===== src/rtl/ex_stage_issue_if.sv =====
// ID -> EX -> MEM handshake bundle plus the EX-side connection to the external ALU.
// master = the surrounding pipeline (ID, ALU, MEM); slave = the EX issue controller.
interface ex_stage_issue_if #(parameter int W = 32);
   logic          in_valid;
   logic          in_ready;
   logic [1:0]    in_aluop;
   logic [5:0]    in_funct;
   logic [W-1:0]  in_rs_data;
   logic [W-1:0]  in_rt_data;
   logic [W-1:0]  in_imm;
   logic          in_alusrc;
   logic          in_branch;
   logic          in_regwrite;
   logic [4:0]    in_rd;
   logic [W-1:0]  alu_a;
   logic [W-1:0]  alu_b;
   logic [3:0]    alu_op;
   logic [W-1:0]  alu_result;
   logic          alu_zero;
   logic          out_valid;
   logic          out_ready;
   logic [W-1:0]  out_result;
   logic          out_zero;
   logic          out_branch_taken;
   logic          out_regwrite;
   logic [4:0]    out_rd;
   logic          out_illegal;

   modport master (
      output in_valid, in_aluop, in_funct, in_rs_data, in_rt_data, in_imm,
             in_alusrc, in_branch, in_regwrite, in_rd, alu_result, alu_zero, out_ready,
      input  in_ready, alu_a, alu_b, alu_op, out_valid, out_result, out_zero,
             out_branch_taken, out_regwrite, out_rd, out_illegal
   );

   modport slave (
      input  in_valid, in_aluop, in_funct, in_rs_data, in_rt_data, in_imm,
             in_alusrc, in_branch, in_regwrite, in_rd, alu_result, alu_zero, out_ready,
      output in_ready, alu_a, alu_b, alu_op, out_valid, out_result, out_zero,
             out_branch_taken, out_regwrite, out_rd, out_illegal
   );
endinterface


===== src/rtl/ex_stage_issue.sv =====
// Execute-stage issue/retire controller: holds one EX entry feeding the external ALU
// and captures the ALU outcome into an EX/MEM register with valid/ready on both sides.
module ex_stage_issue #(
   parameter int W = 32
) (
   input  logic           clk,
   input  logic           rst_n,
   input  logic           flush,
   ex_stage_issue_if.slave bus
);

   // {illegal, alu_op}; unsupported R-type funct falls back to add and is flagged
   function automatic logic [4:0] decode_op(input logic [1:0] aluop, input logic [5:0] funct);
      logic [4:0] r;
      r = 5'b0_0010;
      case (aluop)
         2'b00: r = 5'b0_0010;
         2'b01: r = 5'b0_0110;
         2'b11: r = 5'b0_0001;
         default: begin
            case (funct)
               6'b100000: r = 5'b0_0010;
               6'b100010: r = 5'b0_0110;
               6'b100100: r = 5'b0_0000;
               6'b100101: r = 5'b0_0001;
               6'b101010: r = 5'b0_0111;
               default:   r = 5'b1_0010;
            endcase
         end
      endcase
      return r;
   endfunction

   logic          ex_valid_q, ex_valid_d;
   logic [1:0]    ex_aluop_q, ex_aluop_d;
   logic [5:0]    ex_funct_q, ex_funct_d;
   logic [W-1:0]  ex_rs_q, ex_rs_d;
   logic [W-1:0]  ex_rt_q, ex_rt_d;
   logic [W-1:0]  ex_imm_q, ex_imm_d;
   logic          ex_alusrc_q, ex_alusrc_d;
   logic          ex_branch_q, ex_branch_d;
   logic          ex_regwrite_q, ex_regwrite_d;
   logic [4:0]    ex_rd_q, ex_rd_d;

   logic          out_valid_q, out_valid_d;
   logic [W-1:0]  out_result_q, out_result_d;
   logic          out_zero_q, out_zero_d;
   logic          out_taken_q, out_taken_d;
   logic          out_regwrite_q, out_regwrite_d;
   logic [4:0]    out_rd_q, out_rd_d;
   logic          out_illegal_q, out_illegal_d;

   logic [4:0]    dec;
   logic          advance;
   logic          in_ready;
   logic          xfer;
   logic          retire;

   always_comb begin
      dec      = decode_op(ex_aluop_q, ex_funct_q);
      advance  = !out_valid_q || bus.out_ready;
      in_ready = !flush && (!ex_valid_q || advance);
      xfer     = bus.in_valid && in_ready;
      retire   = ex_valid_q && advance && !flush;
   end

   always_comb begin
      ex_valid_d    = ex_valid_q;
      ex_aluop_d    = ex_aluop_q;
      ex_funct_d    = ex_funct_q;
      ex_rs_d       = ex_rs_q;
      ex_rt_d       = ex_rt_q;
      ex_imm_d      = ex_imm_q;
      ex_alusrc_d   = ex_alusrc_q;
      ex_branch_d   = ex_branch_q;
      ex_regwrite_d = ex_regwrite_q;
      ex_rd_d       = ex_rd_q;
      // flush forces in_ready low, so a kill never coincides with a load
      if (flush) begin
         ex_valid_d = 1'b0;
      end else if (xfer) begin
         ex_valid_d    = 1'b1;
         ex_aluop_d    = bus.in_aluop;
         ex_funct_d    = bus.in_funct;
         ex_rs_d       = bus.in_rs_data;
         ex_rt_d       = bus.in_rt_data;
         ex_imm_d      = bus.in_imm;
         ex_alusrc_d   = bus.in_alusrc;
         ex_branch_d   = bus.in_branch;
         ex_regwrite_d = bus.in_regwrite;
         ex_rd_d       = bus.in_rd;
      end else if (ex_valid_q && advance) begin
         ex_valid_d = 1'b0;
      end
   end

   always_comb begin
      out_valid_d    = out_valid_q;
      out_result_d   = out_result_q;
      out_zero_d     = out_zero_q;
      out_taken_d    = out_taken_q;
      out_regwrite_d = out_regwrite_q;
      out_rd_d       = out_rd_q;
      out_illegal_d  = out_illegal_q;
      if (retire) begin
         out_valid_d    = 1'b1;
         out_result_d   = bus.alu_result;
         out_zero_d     = bus.alu_zero;
         out_taken_d    = ex_branch_q && bus.alu_zero;
         out_regwrite_d = ex_regwrite_q && !dec[4];
         out_rd_d       = ex_rd_q;
         out_illegal_d  = dec[4];
      end else if (out_valid_q && bus.out_ready) begin
         out_valid_d = 1'b0;
      end
   end

   always_ff @(posedge clk or negedge rst_n) begin
      if (!rst_n) begin
         ex_valid_q     <= 1'b0;
         ex_aluop_q     <= '0;
         ex_funct_q     <= '0;
         ex_rs_q        <= '0;
         ex_rt_q        <= '0;
         ex_imm_q       <= '0;
         ex_alusrc_q    <= 1'b0;
         ex_branch_q    <= 1'b0;
         ex_regwrite_q  <= 1'b0;
         ex_rd_q        <= '0;
         out_valid_q    <= 1'b0;
         out_result_q   <= '0;
         out_zero_q     <= 1'b0;
         out_taken_q    <= 1'b0;
         out_regwrite_q <= 1'b0;
         out_rd_q       <= '0;
         out_illegal_q  <= 1'b0;
      end else begin
         ex_valid_q     <= ex_valid_d;
         ex_aluop_q     <= ex_aluop_d;
         ex_funct_q     <= ex_funct_d;
         ex_rs_q        <= ex_rs_d;
         ex_rt_q        <= ex_rt_d;
         ex_imm_q       <= ex_imm_d;
         ex_alusrc_q    <= ex_alusrc_d;
         ex_branch_q    <= ex_branch_d;
         ex_regwrite_q  <= ex_regwrite_d;
         ex_rd_q        <= ex_rd_d;
         out_valid_q    <= out_valid_d;
         out_result_q   <= out_result_d;
         out_zero_q     <= out_zero_d;
         out_taken_q    <= out_taken_d;
         out_regwrite_q <= out_regwrite_d;
         out_rd_q       <= out_rd_d;
         out_illegal_q  <= out_illegal_d;
      end
   end

   assign bus.in_ready         = in_ready;
   assign bus.alu_a            = ex_rs_q;
   assign bus.alu_b            = ex_alusrc_q ? ex_imm_q : ex_rt_q;
   assign bus.alu_op           = dec[3:0];
   assign bus.out_valid        = out_valid_q;
   assign bus.out_result       = out_result_q;
   assign bus.out_zero         = out_zero_q;
   assign bus.out_branch_taken = out_taken_q;
   assign bus.out_regwrite     = out_regwrite_q;
   assign bus.out_rd           = out_rd_q;
   assign bus.out_illegal      = out_illegal_q;

endmodule


===== src/flat_wrapper.sv =====
// flat-port wrapper written by rule: the top's interface ports become plain ports
module ex_stage_issue_flat 
#(
   parameter int W = 32
)
  (clk, rst_n, flush, bus_in_valid, bus_in_aluop, bus_in_funct, bus_in_rs_data, bus_in_rt_data, bus_in_imm, bus_in_alusrc, bus_in_branch, bus_in_regwrite, bus_in_rd, bus_alu_result, bus_alu_zero, bus_out_ready, bus_in_ready, bus_alu_a, bus_alu_b, bus_alu_op, bus_out_valid, bus_out_result, bus_out_zero, bus_out_branch_taken, bus_out_regwrite, bus_out_rd, bus_out_illegal);
  ex_stage_issue_if #(.W(W)) bus_i ();
  input  logic clk;
  input  logic rst_n;
  input  logic flush;
  input wire logic [$bits(bus_i.in_valid)-1:0] bus_in_valid;
  input wire logic [$bits(bus_i.in_aluop)-1:0] bus_in_aluop;
  input wire logic [$bits(bus_i.in_funct)-1:0] bus_in_funct;
  input wire logic [$bits(bus_i.in_rs_data)-1:0] bus_in_rs_data;
  input wire logic [$bits(bus_i.in_rt_data)-1:0] bus_in_rt_data;
  input wire logic [$bits(bus_i.in_imm)-1:0] bus_in_imm;
  input wire logic [$bits(bus_i.in_alusrc)-1:0] bus_in_alusrc;
  input wire logic [$bits(bus_i.in_branch)-1:0] bus_in_branch;
  input wire logic [$bits(bus_i.in_regwrite)-1:0] bus_in_regwrite;
  input wire logic [$bits(bus_i.in_rd)-1:0] bus_in_rd;
  input wire logic [$bits(bus_i.alu_result)-1:0] bus_alu_result;
  input wire logic [$bits(bus_i.alu_zero)-1:0] bus_alu_zero;
  input wire logic [$bits(bus_i.out_ready)-1:0] bus_out_ready;
  output wire logic [$bits(bus_i.in_ready)-1:0] bus_in_ready;
  output wire logic [$bits(bus_i.alu_a)-1:0] bus_alu_a;
  output wire logic [$bits(bus_i.alu_b)-1:0] bus_alu_b;
  output wire logic [$bits(bus_i.alu_op)-1:0] bus_alu_op;
  output wire logic [$bits(bus_i.out_valid)-1:0] bus_out_valid;
  output wire logic [$bits(bus_i.out_result)-1:0] bus_out_result;
  output wire logic [$bits(bus_i.out_zero)-1:0] bus_out_zero;
  output wire logic [$bits(bus_i.out_branch_taken)-1:0] bus_out_branch_taken;
  output wire logic [$bits(bus_i.out_regwrite)-1:0] bus_out_regwrite;
  output wire logic [$bits(bus_i.out_rd)-1:0] bus_out_rd;
  output wire logic [$bits(bus_i.out_illegal)-1:0] bus_out_illegal;
  assign bus_i.in_valid = bus_in_valid;
  assign bus_i.in_aluop = bus_in_aluop;
  assign bus_i.in_funct = bus_in_funct;
  assign bus_i.in_rs_data = bus_in_rs_data;
  assign bus_i.in_rt_data = bus_in_rt_data;
  assign bus_i.in_imm = bus_in_imm;
  assign bus_i.in_alusrc = bus_in_alusrc;
  assign bus_i.in_branch = bus_in_branch;
  assign bus_i.in_regwrite = bus_in_regwrite;
  assign bus_i.in_rd = bus_in_rd;
  assign bus_i.alu_result = bus_alu_result;
  assign bus_i.alu_zero = bus_alu_zero;
  assign bus_i.out_ready = bus_out_ready;
  assign bus_in_ready = bus_i.in_ready;
  assign bus_alu_a = bus_i.alu_a;
  assign bus_alu_b = bus_i.alu_b;
  assign bus_alu_op = bus_i.alu_op;
  assign bus_out_valid = bus_i.out_valid;
  assign bus_out_result = bus_i.out_result;
  assign bus_out_zero = bus_i.out_zero;
  assign bus_out_branch_taken = bus_i.out_branch_taken;
  assign bus_out_regwrite = bus_i.out_regwrite;
  assign bus_out_rd = bus_i.out_rd;
  assign bus_out_illegal = bus_i.out_illegal;
  ex_stage_issue #(.W(W)) u_core (.clk(clk), .rst_n(rst_n), .flush(flush), .bus(bus_i));
endmodule

===== config.mk =====
export PLATFORM = sky130hd
export DESIGN_NAME = ex_stage_issue_flat
export DESIGN_NICKNAME = d
export VERILOG_FILES = /design/src/rtl/ex_stage_issue_if.sv /design/src/rtl/ex_stage_issue.sv /design/src/flat_wrapper.sv
export SDC_FILE = /design/constraint.sdc
export NUM_CORES = 1
export LEC_CHECK = 0
export ABC_CLOCK_PERIOD_IN_PS = 1800
export CORE_ASPECT_RATIO = 1.75
export CORE_UTILIZATION = 40
export DETAILED_ROUTE_END_ITERATION = 16
export PLACE_DENSITY_LB_ADDON = 0.12
export SLEW_MARGIN = 20
export SYNTH_ARGS = -nofsm -noshare
export SYNTH_HDL_FRONTEND = slang
export SYNTH_SLANG_ARGS = --single-unit

===== constraint.sdc =====
create_clock -name clk -period 1.8 [get_ports clk]
set_input_delay 0.36 -clock clk [delete_from_list [all_inputs] [get_ports clk]]
set_output_delay 0.36 -clock clk [all_outputs]
set_load 0.02 [all_outputs]

==> flow_summary_export.csv <==
group,metric,value,unit
floorplan,io-pin-count,261,
sta,setup_viol,35,
worst_setup_path,cp_top_family,"simple AND/OR/NAND/NOR gates",
detailed_routing,met1_length,6.01,mm
synthesis,yosysUniqueCellTypes,25,
global_routing,antenna_found_initial,1,
worst_setup_path,worstPathArrival,1.59,ns
final_layout,area_delta_synth_final,58.8,%
worst_setup_path,r2r_slack,0.20,ns
final_layout,fin_nets,826,
worst_setup_path,path_class,"flip-flop to output port",
power_and_ir_drop,p_int,8.76,mW
floorplan,die_area,0.0170,mm2
synthesis,yosysTopAreaCell,"dfrtp_1",
sta,timing.hold.ws,0.437,ns
clock_tree,cts_tree,"built",
worst_setup_path,r2r_end,"u_core.bus.out_illegal$_DFFE_PN0P_",
floorplan,die_width,99.1,um
floorplan,start_util,41.1,%
synthesis,synth_cells,389,
power_and_ir_drop,seqPwrFrac,36.9,%
final_layout,antenna_cells,0,
worst_setup_path,reg2reg_from,"u_core.ex_funct_q[2]$_DFFE_PN0P_",
final_layout,most-common-layout-cells,"clkdlybuf4s50_1, dfrtp_1, mux2_4",
synthesis,synth-seq-cells,155,
synthesis,synth-seq-area-share,58.8,%
final_layout,postLayoutCoreUtil,65.3,%
floorplan,core,0.0160,mm2
placement,portBuffers,259,
sta,final_max_slew_viol_count,0,
synthesis,synth.avg_cell_area,17.0,um2
final_layout,final_common_cell,"clkdlybuf4s50_1",
power_and_ir_drop,power_frac_comb,30.4,%
synthesis,yosysWarningCount,0,
detailed_routing,first_pass_iters,4,
global_routing,first_global_vias,4828,
global_routing,grt_usage,19.2,%
clock_tree,clk_pin_slew,0.07,ns
global_routing,grt_max_degree,42,
synthesis,syn_nets,539,
hold_path,min_path_type,"input pin to async pin",
sta,post-route-worst-setup-slack,-0.147,ns
worst_setup_path,startpoint_type,"flip-flop",
sta,rsz0062_at_grt,"true",
sta,skew,0.0114,ns
clock_tree,clock_latency,0.41,ns
placement,dp_cells,837,
detailed_routing,wl_per_cell,18.2,um
detailed_routing,top_layer_used,"met5",
worst_setup_path,reg2regPathDepth,5,
worst_setup_path,critical_path.cell_chain,"nor4b_4, nand3_1, mux2i_1, buf_4",
status,violations,"setup timing",
sta,period_share,108,%
power_and_ir_drop,power.density,1150,mW/mm2
clock_tree,numCtsBuffers,17,
synthesis,synthDominantCellAreaShare,58.8,%
sta,max_freq,514,MHz
sta,timing_hold_violations_final,0,
clock_tree,cts_sinks,155,
detailed_routing,vias,4256,
clock_tree,htree_levels,4,
worst_setup_path,crit_required,1.44,ns
power_and_ir_drop,switchingPower,3.26,mW
status,outcome,"complete, but fails checks",
floorplan,die_h,172,um
clock_tree,clockRootBuffer,"clkbuf_16",
floorplan,rows,61,
synthesis,synth_area_leaders,"dfrtp_1, mux2_4, mux2_2",
detailed_routing,drt-initial-drc-count,60,
worst_setup_path,path_buf_inv,1,
detailed_routing,wl,16.0,mm
global_routing,grt_first_pass_wirelength,25.0,mm
worst_setup_path,cp_max_fo,3,
power_and_ir_drop,p_sw_share,27.1,%
synthesis,syn_area,0.00660,mm2
worst_setup_path,slowest_delay,0.41,ns
detailed_routing,routed-wl-met2,8.66,mm
detailed_routing,wl_met3,1.14,mm
power_and_ir_drop,clkPwrFrac,32.7,%
placement,dp_hpwl,11.2,mm
power_and_ir_drop,cellLeakagePower,4.75,nW
worst_setup_path,cp-end-kind,"output port",
worst_setup_path,crit_slowest_cell,"dfrtp_1",
detailed_routing,drc_errors,0,
placement,dpl-instance-area,0.00957,mm2
sta,layout_min_cycle_time,1.95,ns
global_routing,overflow,0,
detailed_routing,postRouteAntennaNets,0,
final_layout,fin_cells,877,
power_and_ir_drop,irDropWorstVdd,0.000676,V
placement,gp_congestion,0.746,
run,max-cap-violations,0,
final_layout,final_area,0.0105,mm2
clock_tree,clockBufferDepth,2,
final_layout,drive_above_1_share,41.7,%
detailed_routing,viasPerCell,4.85,
power by group through the flow:
stage / Clock (mW) / Sequential (mW) / Combinational, mW
after detailed placement: 0 / 4.48 / 3.42
after global placement: 0 / 4.43 / 3.37
after floorplan: 0 / 4.82 / 1.35
after CTS: 4.04 / 4.43 / 3.64
final: 3.93 / 4.43 / 3.65
after global routing: 4.16 / 4.51 / 3.85
worst max-delay path by stage:
stage                                           end                             start  slack (ns)  cells after the start
floorplan           u_core.bus.alu_a[0]$_DFFE_PN0P_  u_core.bus.out_valid$_DFFE_PN0P_        0.08                      6
detailed placement                     bus_in_ready                     bus_out_ready       -0.27                      4
CTS                                   bus_alu_op[2]  u_core.ex_funct_q[4]$_DFFE_PN0P_       -0.17                      4
finish                                bus_alu_op[2]  u_core.ex_funct_q[0]$_DFFE_PN0P_       -0.15                      4
global route                          bus_alu_op[2]  u_core.ex_funct_q[0]$_DFFE_PN0P_       -0.23                      4
global placement                      bus_alu_op[0]  u_core.ex_funct_q[0]$_DFFE_PN0P_       -0.25                      4
timing repair:
| action | in CTS | in global routing |
|---|---|---|
| pin swaps | 1 | 1 |
| gates resized for setup | 227 | 15 |
| hold buffers | 1 | 0 |
| setup buffers | 5 | 1 |
| endpoints found under the hold margin | 36 | 0 |
| setup endpoints to repair | 36 | 37 |
| cloned | 3 | 0 |
cell usage after synthesis:
master and count:
mux2_2 101, inv_1 1, nand2_2 1, nand2b_1 2
mux2i_1 1, nor2b_4 1, a21oi_2 1, dfrtp_1 155
nor4bb_1 1, o21ai_0 4, buf_6 9, nor2_1 3
nand2_1 2, nand3_1 3, buf_4 4, a21boi_0 1
mux2_1 2, nor4b_2 1, and4b_1 1, clkbuf_1 1
mux2_4 80, buf_2 10, o21ai_1 1, conb_1 1
a21oi_1 2
area by class of cell:
class / count / area (um2)
inverter: 1 / 3.75
tap: 189 / 236
clock inverter: 13 / 215
fill: 1185 / 5560
sequential: 155 / 3880
multi-input combinational: 209 / 2620
clock buffer: 18 / 429
timing repair buffer: 292 / 3090
routing by layer:
layer / GRT usage (%) / vias up
li1: - / 1945
met1: 21.1 / 2111
met2: 35.6 / 182
met3: 5.38 / 16
met4: 6.07 / 2
met5: 0 / -
worst reg2reg max path: stages, from the launching register on:
cell      delay, ns
dfrtp_1        0.42
buf_6          0.13
and4b_1        0.20
buf_4          0.14
nor4bb_1       0.41
mux2_2         0.23
sequential cells by signal, summed over array words and instances (netlist names), 2 cells and up:
signal                 cells
u_core.ex_funct_q          6
u_core.ex_rt_q            32
u_core.ex_imm_q           32
u_core.bus.out_rd          5
u_core.bus.alu_a          32
u_core.ex_rd_q             5
u_core.bus.out_result     32
u_core.ex_aluop_q          2
cell families (layout without fill, tap and decap cells):
| group | count (synthesis) | in the layout | synth area share, % |
|---|---|---|---|
| DFF | 155 | 155 | 58.8 |
| and+or+nand+nor | 15 | 15 | 1.54 |
| muxes | 184 | 184 | 36.0 |
| buffers and inverters | 25 | 324 | 2.86 |
| other | 1 | 1 | 0.0569 |
| AOI/OAI and AO/OA | 9 | 9 | 0.778 |
stage by stage:
stage	setup slack [ns]	setup TNS, ns	power (mW)
after CTS	-0.166	-4.69	12.1
after global placement	-0.251	-24.47	7.81
final	-0.147	-4.16	12.0
after floorplan	0.0810	0	6.17
after global routing	-0.231	-5.84	12.5
after detailed placement	-0.267	-28.33	7.89
Note: power is estimated with default switching activity, not from simulation.
